**config.mk**
```make
export PLATFORM = sky130hd
export DESIGN_NAME = jtag_tap_core_flat
export DESIGN_NICKNAME = d
export VERILOG_FILES = /design/src/rtl/jtag_pkg.sv /design/src/rtl/jtag_tap_core_if.sv /design/src/rtl/jtag_shift_reg.sv /design/src/rtl/jtag_tap_core.sv /design/src/flat_wrapper.sv
export SDC_FILE = /design/constraint.sdc
export NUM_CORES = 1
export LEC_CHECK = 0
export ABC_AREA = 1
export BUFFER_PORTS_ARGS = -buffer_cell sky130_fd_sc_hd__buf_2
export CORE_UTILIZATION = 59
export DETAILED_ROUTE_END_ITERATION = 7
export PLACE_DENSITY = 0.81
export RECOVER_POWER = 50
export SETUP_SLACK_MARGIN = 0.15
export SLEW_MARGIN = 20
export SYNTH_ARGS = -nofsm -noshare
export SYNTH_HDL_FRONTEND = slang
export SYNTH_SLANG_ARGS = --single-unit
```
**constraint.sdc**
```tcl
create_clock -name tclk -period 2.8 [get_ports tclk]
set_input_delay 0.28 -clock tclk [delete_from_list [all_inputs] [get_ports tclk]]
set_output_delay 0.28 -clock tclk [all_outputs]
set_load 0.1 [all_outputs]
```
**src/rtl/jtag_pkg.sv**
```systemverilog
// Shared TAP definitions: exported state encoding, next-state function and the
// decoded-instruction type.
package jtag_pkg;

    typedef enum logic [3:0] {
        TapEx2Dr   = 4'h0,
        TapEx1Dr   = 4'h1,
        TapShDr    = 4'h2,
        TapPauseDr = 4'h3,
        TapSelIr   = 4'h4,
        TapUpdDr   = 4'h5,
        TapCapDr   = 4'h6,
        TapSelDr   = 4'h7,
        TapEx2Ir   = 4'h8,
        TapEx1Ir   = 4'h9,
        TapShIr    = 4'hA,
        TapPauseIr = 4'hB,
        TapRti     = 4'hC,
        TapUpdIr   = 4'hD,
        TapCapIr   = 4'hE,
        TapTlr     = 4'hF
    } tap_state_e;

    typedef enum logic [1:0] {
        Byp,
        Idc,
        Usr
    } instr_e;

    function automatic tap_state_e tap_next(input tap_state_e s, input logic tms);
        tap_state_e n;
        n = TapTlr;
        case (s)
            TapTlr:     n = tms ? TapTlr   : TapRti;
            TapRti:     n = tms ? TapSelDr : TapRti;
            TapSelDr:   n = tms ? TapSelIr : TapCapDr;
            TapSelIr:   n = tms ? TapTlr   : TapCapIr;
            TapCapDr:   n = tms ? TapEx1Dr : TapShDr;
            TapShDr:    n = tms ? TapEx1Dr : TapShDr;
            TapEx1Dr:   n = tms ? TapUpdDr : TapPauseDr;
            TapPauseDr: n = tms ? TapEx2Dr : TapPauseDr;
            TapEx2Dr:   n = tms ? TapUpdDr : TapShDr;
            TapUpdDr:   n = tms ? TapSelDr : TapRti;
            TapCapIr:   n = tms ? TapEx1Ir : TapShIr;
            TapShIr:    n = tms ? TapEx1Ir : TapShIr;
            TapEx1Ir:   n = tms ? TapUpdIr : TapPauseIr;
            TapPauseIr: n = tms ? TapEx2Ir : TapPauseIr;
            TapEx2Ir:   n = tms ? TapUpdIr : TapShIr;
            TapUpdIr:   n = tms ? TapSelDr : TapRti;
            default:    n = TapTlr;
        endcase
        return n;
    endfunction

endpackage

```
**src/rtl/jtag_tap_core_if.sv**
```systemverilog
// Serial JTAG pin bundle between the pad wrapper (master) and the TAP (slave).
interface jtag_tap_core_if;

    logic tms;
    logic tdi;
    logic tdo;
    logic tdo_en;

    modport master (
        output tms,
        output tdi,
        input  tdo,
        input  tdo_en
    );

    modport slave (
        input  tms,
        input  tdi,
        output tdo,
        output tdo_en
    );

endinterface

```
**src/rtl/jtag_shift_reg.sv**
```systemverilog
// Capture/shift register: parallel load on capture, LSB-first shift with tdi
// entering the MSB; holds otherwise.
module jtag_shift_reg #(
    parameter int unsigned WIDTH = 4
) (
    input  logic             clk,
    input  logic             rst_n,
    input  logic             capture,
    input  logic             shift,
    input  logic [WIDTH-1:0] capture_val,
    input  logic             tdi,
    output logic [WIDTH-1:0] value,
    output logic             tdo
);

    logic [WIDTH-1:0] sr_q, sr_d;

    always_comb begin
        sr_d = sr_q;
        if (capture) begin
            sr_d = capture_val;
        end else if (shift) begin
            for (int i = 0; i < int'(WIDTH) - 1; i++) begin
                sr_d[i] = sr_q[i+1];
            end
            sr_d[WIDTH-1] = tdi;
        end
    end

    always_ff @(posedge clk) begin
        if (!rst_n) begin
            sr_q <= '0;
        end else begin
            sr_q <= sr_d;
        end
    end

    assign value = sr_q;
    assign tdo   = sr_q[0];

endmodule

```
**src/rtl/jtag_tap_core.sv**
```systemverilog
// IEEE 1149.1-style TAP: 16-state FSM, instruction register, and BYPASS /
// IDCODE / user data registers behind one serial TDI/TDO path.
module jtag_tap_core
    import jtag_pkg::*;
#(
    parameter int unsigned        IR_W       = 4,
    parameter int unsigned        USER_DR_W  = 8,
    parameter logic [31:0]        IDCODE_VAL = 32'h1234_5001,
    parameter logic [IR_W-1:0]    IR_IDCODE  = 4'b0001,
    parameter logic [IR_W-1:0]    IR_USER    = 4'b0010
) (
    input  logic                 tclk,
    input  logic                 trst,
    jtag_tap_core_if.slave       jtag,
    output logic [3:0]           state,
    output logic [IR_W-1:0]      ir,
    input  logic [USER_DR_W-1:0] user_dr_in,
    output logic [USER_DR_W-1:0] user_dr_out,
    output logic                 user_upd
);

    localparam int unsigned DR_W = (USER_DR_W > 32) ? USER_DR_W : 32;

    tap_state_e           state_q, state_d;
    logic [IR_W-1:0]      ir_q;
    logic [IR_W-1:0]      ir_sr;
    logic                 ir_tdo;
    logic [DR_W-1:0]      dr_sr_q, dr_sr_d;
    logic                 bypass_q, bypass_d;
    logic [USER_DR_W-1:0] user_dr_out_q;
    logic                 user_upd_q;
    logic                 user_upd_d;
    instr_e               dec;

    jtag_shift_reg #(
        .WIDTH (IR_W)
    ) u_ir_sr (
        .clk         (tclk),
        .rst_n       (trst),
        .capture     (state_q == TapCapIr),
        .shift       (state_q == TapShIr),
        .capture_val (IR_W'(2'b01)),
        .tdi         (jtag.tdi),
        .value       (ir_sr),
        .tdo         (ir_tdo)
    );

    // All-ones is BYPASS even if a parameter happens to alias it.
    always_comb begin
        dec = Byp;
        if (ir_q != '1) begin
            if (ir_q == IR_IDCODE) begin
                dec = Idc;
            end else if (ir_q == IR_USER) begin
                dec = Usr;
            end
        end
    end

    always_comb begin
        state_d    = tap_next(state_q, jtag.tms);
        dr_sr_d    = dr_sr_q;
        bypass_d   = bypass_q;
        user_upd_d = (state_q == TapUpdDr) && (dec == Usr);
        case (state_q)
            TapCapDr: begin
                case (dec)
                    Idc:     dr_sr_d = DR_W'(IDCODE_VAL);
                    Usr:     dr_sr_d[USER_DR_W-1:0] = user_dr_in;
                    default: bypass_d = 1'b0;
                endcase
            end
            TapShDr: begin
                case (dec)
                    Idc: begin
                        for (int i = 0; i < 31; i++) begin
                            dr_sr_d[i] = dr_sr_q[i+1];
                        end
                        dr_sr_d[31] = jtag.tdi;
                    end
                    Usr: begin
                        for (int i = 0; i < int'(USER_DR_W) - 1; i++) begin
                            dr_sr_d[i] = dr_sr_q[i+1];
                        end
                        dr_sr_d[USER_DR_W-1] = jtag.tdi;
                    end
                    default: bypass_d = jtag.tdi;
                endcase
            end
            default: ;
        endcase
    end

    always_ff @(posedge tclk) begin
        if (!trst) begin
            state_q       <= TapTlr;
            ir_q          <= IR_IDCODE;
            dr_sr_q       <= '0;
            bypass_q      <= 1'b0;
            user_dr_out_q <= '0;
            user_upd_q    <= 1'b0;
        end else begin
            state_q    <= state_d;
            dr_sr_q    <= dr_sr_d;
            bypass_q   <= bypass_d;
            user_upd_q <= user_upd_d;
            if (state_q == TapTlr) begin
                ir_q <= IR_IDCODE;
            end else if (state_q == TapUpdIr) begin
                ir_q <= ir_sr;
            end
            if (user_upd_d) begin
                user_dr_out_q <= dr_sr_q[USER_DR_W-1:0];
            end
        end
    end

    always_comb begin
        jtag.tdo = 1'b0;
        case (state_q)
            TapShIr: jtag.tdo = ir_tdo;
            TapShDr: jtag.tdo = (dec == Byp) ? bypass_q : dr_sr_q[0];
            default: ;
        endcase
    end

    assign jtag.tdo_en = (state_q == TapShDr) || (state_q == TapShIr);
    assign state       = state_q;
    assign ir          = ir_q;
    assign user_dr_out = user_dr_out_q;
    assign user_upd    = user_upd_q;

endmodule

```
**src/flat_wrapper.sv**
```systemverilog
// flat-port wrapper written by rule: the top's interface ports become plain ports
module jtag_tap_core_flat import jtag_pkg::*;
#(
    parameter int unsigned        IR_W       = 4,
    parameter int unsigned        USER_DR_W  = 8,
    parameter logic [31:0]        IDCODE_VAL = 32'h1234_5001,
    parameter logic [IR_W-1:0]    IR_IDCODE  = 4'b0001,
    parameter logic [IR_W-1:0]    IR_USER    = 4'b0010
)
  (tclk, trst, state, ir, user_dr_in, user_dr_out, user_upd, jtag_tms, jtag_tdi, jtag_tdo, jtag_tdo_en);
  jtag_tap_core_if jtag_i ();
  input  logic tclk;
  input  logic trst;
  output logic [3:0] state;
  output logic [IR_W-1:0] ir;
  input  logic [USER_DR_W-1:0] user_dr_in;
  output logic [USER_DR_W-1:0] user_dr_out;
  output logic user_upd;
  input wire logic [$bits(jtag_i.tms)-1:0] jtag_tms;
  input wire logic [$bits(jtag_i.tdi)-1:0] jtag_tdi;
  output wire logic [$bits(jtag_i.tdo)-1:0] jtag_tdo;
  output wire logic [$bits(jtag_i.tdo_en)-1:0] jtag_tdo_en;
  assign jtag_i.tms = jtag_tms;
  assign jtag_i.tdi = jtag_tdi;
  assign jtag_tdo = jtag_i.tdo;
  assign jtag_tdo_en = jtag_i.tdo_en;
  jtag_tap_core #(.IR_W(IR_W), .USER_DR_W(USER_DR_W), .IDCODE_VAL(IDCODE_VAL), .IR_IDCODE(IR_IDCODE), .IR_USER(IR_USER)) u_core (.tclk(tclk), .trst(trst), .jtag(jtag_i), .state(state), .ir(ir), .user_dr_in(user_dr_in), .user_dr_out(user_dr_out), .user_upd(user_upd));
endmodule
```
==> metrics.txt, run 1 <==
asr flop ratio synth 0%; vias in the first global route 1910; vias per cell 4.981; unique cell type count in the Yosys netlist 25; initial antenna violation count 0; Int Power 1341 uW; Tcrit/Tclk final 87.11%; DRC errors left 0; fin cells 465; Initial Util 62.77%; Worst Max-Slew Pin Slew 1173 ps; Cells after Synth 391; first-pass GRT wire length 8307 um; status complete, no violations; worst rel slew slack 22.15%; critical path arrival 2160 ps; ANT cells 0; Hold Fails Final Rpt 0; global route overflow 0; post-route setup slack 360.8 ps; # port buffers 30; largest net degree at the start of global routing 42; die height 67.94 um; Clk pwr share 16.8%; Tot GR Track Use 23.66%; clock transition at the registers of the reported paths 90 ps; Sw Share 47.73%; Crit-path slowest cell buf_2; skew final 5.961 ps; clock latency at the later pin of the worst-skew pair 310 ps; Post-Route WL 5009 um; CTS tree done; Fin Setup TNS 0 ps; GPL Wtd Cong 0.8279; max frequency 0.4100 GHz; P per Cell Area 934.2 nW/um^2; Detailed Route Iter0 Violations 105; Core Region 4086 um^2; Cells after DPL 457; Reg area 1081 um^2; static leakage 0.001334 uW; post-route ant nets 0; RSZ-0062 raised after global routing false; postcts setup bufs 0; Root Buffer clkbuf_8; mapped cell area 2565 um^2; CTS Buf Count 5; CTS H-tree lvls 2; sequential share of power 40.8%; post-synth net total 406; Cell Rows 23; Gate power share 42.5%; synthesis-stage register bit count 54; Final Max Slew Viols 0; Die W 67.94 um; layout cell share with drive strength beyond 1 7.470%; prevailing post-synth register cell dfxtp_1; synthesis-to-layout area growth 7.073%; IO Count 31; CTS hold repair buffers 0; post-place setup slack 688.4 ps; Worst VDD drop 0.4771 mV; fin util 67.21%; max-cap viol count 0; Worst Path Max Fanout 3; HP Class primary input to register; CTS resizes 0; Yosys warning count 0; DPL Wire Length 3387 um; Critical Path Sink Type output port; sequential area share after synthesis 42.15%; Final setup viols 0; WS Path Type register to output port; Worst setup SP type register; clk sinks 54; required time worst endpoint 2520 ps; Multi-input gate area 1239 um^2; CP max stage delay 410 ps; Worst path most repeated cell inv_1; wire per inst 10.77 um; fillers 390; Vias 2316; min Tclk post-route 2439 ps; Die ar. 4615 um^2; cell chain of the critical path nor2_1, inv_1, nor3_1, inv_1, ha_1, o21ai_0, a22o_2, buf_2; Pre-antenna DRT Iters 4; mean cell area of the mapped netlist 6.560 um^2; switching pwr 1225 uW; maximum buffer depth of the clock tree 2; fin nets 429; EDFF count, synth 0
==> layer usage <==
layer | vias to the layer above | part of all wire, % | global-route usage (%)
met5 | - | 0 | 0
met2 | 40 | 45 | 38.60
met4 | 0 | 1.6 | 7.813
met3 | 8 | 4.4 | 5.000
met1 | 1017 | 49 | 30.81
li1 | 1251 | - | -
==> worst max-delay path, delay by kind of cell (launching register included) <==
family | cells | cell delay, ps
buffers and inverters | 3 | 570
and+or+nand+nor | 2 | 370
AOI/OAI and AO/OA | 2 | 350
DFF | 1 | 330
adders and majority gates | 1 | 220
==> power groups by stage <==
| stage | clock [uW] | combinational, uW | sequential [uW] |
|---|---|---|---|
| final | 430 | 1090 | 1050 |
| after global routing | 465 | 1220 | 1070 |
| after CTS | 441 | 1120 | 1040 |
| after detailed placement | 0 | 1110 | 1060 |
| after global placement | 0 | 1100 | 1060 |
| after floorplan | 0 | 676 | 1330 |
==> cell type report <==
type | count | share of cell area [%]
clock buffer | 6 | 2.642
clock inverter | 2 | 0.5011
inverter | 36 | 4.920
multi-input combinational | 285 | 45.10
sequential | 54 | 39.36
tap | 50 | 2.278
timing repair buffer | 32 | 5.194
==> cell usage after synthesis (2+ instances only) <==
library cell	number	area, um^2
clkbuf_1	5	18.77
inv_2	2	7.510
buf_1	2	7.510
nor2_4	2	22.52
ha_1	3	37.54
nand2_1	125	469.2
o21ai_0	18	90.09
nor2_1	85	319.1
nand4_1	5	31.28
nand3_1	19	95.09
buf_2	2	10.01
a21oi_1	11	55.05
buf_6	3	33.78
buf_4	3	22.52
nand2_2	3	18.77
nor3_1	4	20.02
o21ai_1	5	25.02
dfxtp_1	54	1081
inv_1	34	127.6
==> kinds of logic (layout without fill, tap and decap cells) <==
kind of cell | Yosys count | after routing | synth area share (%)
AOI/OAI and AO/OA | 36 | 36 | 7.805
adders and majority gates | 3 | 3 | 1.464
buffers and inverters | 52 | 76 | 9.073
DFF | 54 | 54 | 42.15
and+or+nand+nor | 246 | 246 | 39.51
==> placed cells by master, fill, tap and decap left out, types with 5 or more instances in the layout <==
cell      synthesis  final
dfxtp_1          54     54
inv_1            34     34
nor2_1           85     85
nand3_1          19     19
a21oi_1          11     11
o21ai_0          18     19
clkbuf_8          0      5
nand4_1           5      5
buf_2             2     12
clkbuf_1          5     19
nand2_1         125    127
==> state kept, by name, indices dropped and copies added, names as in the netlist <==
register,count
u_core.user_dr_out,8
u_core.bypass_q,1
u_core.dr_sr_q,32
u_core.user_upd,1
u_core.u_ir_sr.value,4
u_core.state,4
u_core.ir,4
==> through the flow <==
step                      area [um^2]  hold WS [ps]  power [uW]
final                            2746         252.9        2566
after detailed placement         2699         450.5        2171
after floorplan                  2569         414.3        2009
after global routing             2746         287.7        2749
after global placement           2699         446.8        2160
after CTS                        2785         251.8        2607
==> worst paths after layout <==
kind,from,to,cells after the start,slack (ps)
worst max-delay path,u_core.ir[2],jtag_tdo,8,360
worst min register to register,u_core.user_dr_out[3],u_core.user_dr_out[3],2,460
worst max register to register,u_core.ir[2],u_core.dr_sr_q[2],9,630
worst min-delay path,jtag_tdi,u_core.u_ir_sr.value[3],3,250
Note: power is estimated with default switching activity, not from simulation.
==> run 2: changes to the inputs <==
--- a/config.mk
+++ b/config.mk
@@ -11,8 +11,10 @@
 export DETAILED_ROUTE_END_ITERATION = 7
 export PLACE_DENSITY = 0.81
 export RECOVER_POWER = 50
+export REMOVE_ABC_BUFFERS = 1
 export SETUP_SLACK_MARGIN = 0.15
 export SLEW_MARGIN = 20
 export SYNTH_ARGS = -nofsm -noshare
 export SYNTH_HDL_FRONTEND = slang
 export SYNTH_SLANG_ARGS = --single-unit
+export TNS_END_PERCENT = 1
==> metrics.txt, run 2 (same netlist as run 1, synthesis figures left out) <==
status complete, no violations (unchanged); Pre-antenna DRT Iters 4 (unchanged); min-delay src jtag_tdi (unchanged); clk sinks 54 (unchanged); synthesis-to-layout area growth 7.220% (was 7.073%); skew final 5.037 ps (was 5.961 ps); max frequency 0.4075 GHz (was 0.4100 GHz); ANT cells 0 (unchanged); DPL Wire Length 3432 um (was 3387 um); RSZ-0062 raised after global routing false (unchanged); setup slack, reg-to-reg 650 ps (was 630 ps); Final Max Slew Viols 0 (unchanged); HP Class primary input to register (unchanged); CTS H-tree lvls 2 (unchanged); commonest non-fill, non-tap cells in the layout nand2_1 (126), nor2_1 (86), dfxtp_1 (54) (was nand2_1 (127), nor2_1 (85), dfxtp_1 (54)); P per Cell Area 935.1 nW/um^2 (was 934.2 nW/um^2); vias in the first global route 1937 (was 1910); Total Power 2572 uW (was 2566 uW); Worst VDD drop 0.5349 mV (was 0.4771 mV); Root Buffer clkbuf_8 (unchanged); Critical Path Sink Type output port (unchanged); RR Startpoint u_core.ir[2] (unchanged); postcts setup bufs 0 (unchanged); max-cap viol count 0 (unchanged); wire per inst 10.56 um (was 10.77 um); vias per cell 4.927 (was 4.981); fin nets 428 (was 429); Worst Max-Slew Pin Slew 1175 ps (was 1173 ps); layout cell share with drive strength beyond 1 7.488% (was 7.470%); CTS Buf Count 5 (unchanged); DRC errors left 0 (unchanged); Tot GR Track Use 23.11% (was 23.66%); Hold Fails Final Rpt 0 (unchanged); leading cell type in the layout, fill and taps excluded nand2_1 (unchanged); Post-Route WL 4901 um (was 5009 um); global route overflow 0 (unchanged); Hold Slack 260.6 ps (was 252.9 ps); fin util 67.30% (was 67.21%); die height 67.94 um (unchanged); Core Region 4086 um^2 (unchanged); required time worst endpoint 2520 ps (about the same); IO Count 31 (unchanged); clock transition at the registers of the reported paths 90 ps (about the same); worst rel slew slack 22.00% (was 22.15%); Die W 67.94 um (unchanged); Final setup viols 0 (unchanged); WS Path Type register to output port (unchanged); Most flops, register u_core.dr_sr_q (unchanged); critical path arrival 2170 ps (was 2160 ps); static leakage 0.001323 uW (was 0.001334 uW); CTS tree done (unchanged); Initial Util 62.77% (unchanged); Vias 2286 (was 2316); Largest register FFs 32 (unchanged); Worst setup SP type register (unchanged); post-route ant nets 0 (unchanged); GPL Wtd Cong 0.8927 (was 0.8279); Die ar. 4615 um^2 (unchanged); maximum buffer depth of the clock tree 2 (unchanged); critical path startpoint u_core.ir[2] (unchanged); initial antenna violation count 0 (unchanged); Worst Path Max Fanout 3 (unchanged); # port buffers 30 (unchanged); largest net degree at the start of global routing 42 (unchanged); clock latency at the later pin of the worst-skew pair 300 ps (was 310 ps); Detailed Route Iter0 Violations 168 (was 105); Tcrit/Tclk final 87.65% (was 87.11%); first-pass GRT wire length 8100 um (was 8307 um); min Tclk post-route 2454 ps (was 2439 ps); Cell Rows 23 (unchanged); post-route setup slack 345.8 ps (was 360.8 ps); post-place setup slack 586.0 ps (was 688.4 ps)
run 2: final timing paths:
| check | cells after the start | to |
|---|---|---|
| worst max-delay path | 8 | jtag_tdo |
| worst min-delay path | 3 | u_core.u_ir_sr.value[3] |
| worst max register to register | 9 | u_core.dr_sr_q[3] |
| worst min register to register | 2 | u_core.user_dr_out[0] |
run 2: stage by stage:
stage | instances | cell area [um^2] | setup TNS [ps]
2_1_floorplan | 375 | 2467 | -101.5
3_3_place_gp | 456 | 2688 | 0
3_5_place_dp | 456 | 2688 | 0
4_1_cts | 464 | 2783 | 0
5_1_grt | 464 | 2750 | 0
6_report | 464 | 2750 | 0
run 2: metal layers:
metal / share of wire [%] / track usage (%)
met1: 49 / 28.98
met2: 47 / 38.36
met5: 0 / 0
met3: 3.3 / 5.167
met4: 0.45 / 8.594
run 2: critical path: stages, from the launching register on:
cell     delay [ps]
dfxtp_1         330
nor2_1          150
inv_1            60
nor3_1          220
inv_1           110
ha_1            220
o21ai_0         210
a22o_1          150
buf_2           420
run 2: final cells by class:
cell class | count | area (um^2)
fill | 402 | 1336
multi-input combinational | 285 | 1237
sequential | 54 | 1081
inverter | 36 | 138.9
timing repair buffer | 31 | 135.1
clock buffer | 6 | 82.58
tap | 50 | 62.56
clock inverter | 2 | 12.51
run 2: report_power, final:
part / switching (uW) / leakage, uW / internal, uW
Clock: 249 / 0.0000472 / 199
Sequential: 126 / 0.000438 / 917
Combinational: 840 / 0.000838 / 240
Total: 1210 / 0.00132 / 1360
run 2: what timing repair did:
item,CTS,global route
resized for setup,0,1
setup endpoints to repair,0,1
hold buffers,0,0
hold endpoints to repair,0,0
==> run 3: changes to the inputs <==
--- a/config.mk
+++ b/config.mk
@@ -7,9 +7,10 @@
 export LEC_CHECK = 0
 export ABC_AREA = 1
 export BUFFER_PORTS_ARGS = -buffer_cell sky130_fd_sc_hd__buf_2
-export CORE_UTILIZATION = 59
+export CORE_UTILIZATION = 52
 export DETAILED_ROUTE_END_ITERATION = 7
-export PLACE_DENSITY = 0.81
+export MAX_ROUTING_LAYER = met4
+export PLACE_DENSITY = 0.75
 export RECOVER_POWER = 50
 export REMOVE_ABC_BUFFERS = 1
 export SETUP_SLACK_MARGIN = 0.15
==> constraint.sdc (replaced) <==
create_clock -name tclk -period 2.1 [get_ports tclk]
set_input_delay 0.21 -clock tclk [delete_from_list [all_inputs] [get_ports tclk]]
set_output_delay 0.21 -clock tclk [all_outputs]
set_load 0.1 [all_outputs]
==> metrics.txt, run 3 (same netlist as run 1, synthesis figures left out) <==
cell chain of the critical path nor2_4, inv_1, nor3_2, inv_1, ha_2, nand2_2, o21ai_2, a22o_1, buf_12 (was nor2_1, inv_1, nor3_1, inv_1, ha_1, o21ai_0, a22o_1, buf_2); Tot GR Track Use 20.94% (was 23.11%); Post-Route WL 5371 um (was 4901 um); DPL Wire Length 3425 um (was 3432 um); RR Startpoint u_core.ir[2] (unchanged); max frequency 0.5127 GHz; Crit-path slowest cell dfxtp_1 (was buf_2); Root Buffer clkbuf_8 (unchanged); Worst Path Max Fanout 2 (was 3); static leakage 0.001435 uW (was 0.001323 uW); critical path startpoint u_core.ir[2] (unchanged); CP max stage delay 350 ps (was 420 ps); initial antenna violation count 0 (unchanged); leading cell type in the layout, fill and taps excluded nand2_1 (unchanged); # port buffers 30 (unchanged); die height 72.23 um (was 67.94 um); Worst path most repeated cell inv_1 (unchanged); Die W 72.23 um (was 67.94 um); maximum buffer depth of the clock tree 2 (unchanged); CTS hold repair buffers 0 (unchanged); fin nets 442 (was 428); final instance area 2977 um^2 (was 2750 um^2); commonest non-fill, non-tap cells in the layout nand2_1 (124), nor2_1 (85), dfxtp_1 (52) (was nand2_1 (126), nor2_1 (86), dfxtp_1 (54)); post-route ant nets 0 (unchanged); CTS H-tree lvls 2 (unchanged); Vias 2415 (was 2286); Detailed Route Iter0 Violations 156 (was 168); Initial Util 54.30% (was 62.77%); vias per cell 4.879 (was 4.927); clk sinks 54 (unchanged); post-route setup slack 149.4 ps (was 345.8 ps); global route overflow 0 (unchanged); required time worst endpoint 1890 ps (was 2520 ps); status complete, no violations (unchanged); Hold Fails Final Rpt 0 (unchanged); GPL Wtd Cong 0.8673 (was 0.8927); Most flops, register u_core.dr_sr_q (unchanged); synthesis-to-layout area growth 16.05% (was 7.220%); clock latency at the later pin of the worst-skew pair 300 ps (about the same); Largest register FFs 32 (unchanged); vias in the first global route 1977 (was 1937); ANT cells 0 (unchanged); largest net degree at the start of global routing 42 (unchanged); Final setup viols 0 (unchanged); CTS Buf Count 5 (unchanged); post-place setup slack 250.6 ps (was 586.0 ps); Die ar. 5217 um^2 (was 4615 um^2); fin util 63.02% (was 67.30%); Core Region 4723 um^2 (was 4086 um^2); max-cap viol count 0 (unchanged); Worst Max-Slew Pin Slew 1182 ps (was 1175 ps); clock transition at the registers of the reported paths 90 ps (about the same); Worst setup SP type register (unchanged); wire per inst 10.85 um (was 10.56 um); min Tclk post-route 1951 ps; DRC errors left 0 (unchanged); worst rel slew slack 21.52% (was 22.00%); Fin Setup TNS 0 ps (unchanged); RSZ-0062 raised after global routing true (was false); WS Path Type register to output port (unchanged); Tcrit/Tclk final 92.88%; Placed Area 2754 um^2 (was 2688 um^2); Worst VDD drop 0.7409 mV (was 0.5349 mV); min-delay src jtag_tdi (unchanged); cell family with most CP delay flip-flops (was buffers and inverters); first-pass GRT wire length 8569 um (was 8100 um); Final Max Slew Viols 0 (unchanged); skew final 4.797 ps (was 5.037 ps); HP Class primary input to register (unchanged); IO Count 31 (unchanged); CP bufs+invs 3 (unchanged); P per Cell Area 1301 nW/um^2 (was 935.1 nW/um^2); layout cell share with drive strength beyond 1 13.55% (was 7.488%); Pre-antenna DRT Iters 4 (unchanged); critical path arrival 1740 ps (was 2170 ps); Cell Rows 25 (was 23); CTS tree done (unchanged); fin cells 495 (was 464); Cells after DPL 477 (was 456); Critical Path Sink Type output port (unchanged)
## run 3: report_power, final
group | total [uW] | internal, uW | leakage (uW) | switching (uW)
clock | 683 | 356 | 0.0000514 | 327
sequential | 1410 | 1230 | 0.000438 | 187
combinational | 1780 | 510 | 0.000945 | 1270
total | 3870 | 2090 | 0.00143 | 1780
## run 3: worst paths after layout
check / to / slack [ps] / cells after the start
worst max-delay path: jtag_tdo / 150 / 9
worst min-delay path: u_core.u_ir_sr.value[3] / 200 / 3
worst max register to register: u_core.dr_sr_q[31] / 170 / 11
worst min register to register: u_core.user_dr_out[7] / 460 / 2
## run 3: metal layers
metal	global-route usage, %	share of wire, %	vias up
met4	5.664	0.73	0
met2	33.64	46	47
met3	4.306	4.0	4
met5	-	0	-
met1	26.87	49	1084
li1	-	-	1280
## run 3: through the flow
| step | power, uW | hold WS, ps |
|---|---|---|
| 3_5_place_dp | 2925 | 448.9 |
| 6_report | 3872 | 202.0 |
| 4_1_cts | 3753 | 200.5 |
| 3_3_place_gp | 2899 | 444.0 |
| 2_1_floorplan | 2609 | 330.4 |
| 5_1_grt | 4131 | 262.0 |
## run 3: repair_timing
action                                  4_1_cts  5_1_grt
pin swaps                                     6        6
setup buffers                                 5        2
gates resized for setup                       6       10
gates cloned                                  0        3
endpoints found under the setup margin        1       41
## run 3: layout make-up
| class | count | area [um^2] |
|---|---|---|
| inverters | 36 | 135.1 |
| clock inverters | 2 | 37.54 |
| multi-input cells | 288 | 1309 |
| clock buffers | 6 | 72.57 |
| repair buffers | 42 | 255.2 |
| well taps | 67 | 83.83 |
| flip-flops and latches | 54 | 1084 |
| fillers | 448 | 1747 |
## run 3: worst reg2reg max path, delay by kind of cell (launching register included)
family        cells  cell delay, ps
simple gates      5             700
buf+inv           5             560
flops             1             350
fa+ha+maj         1             220
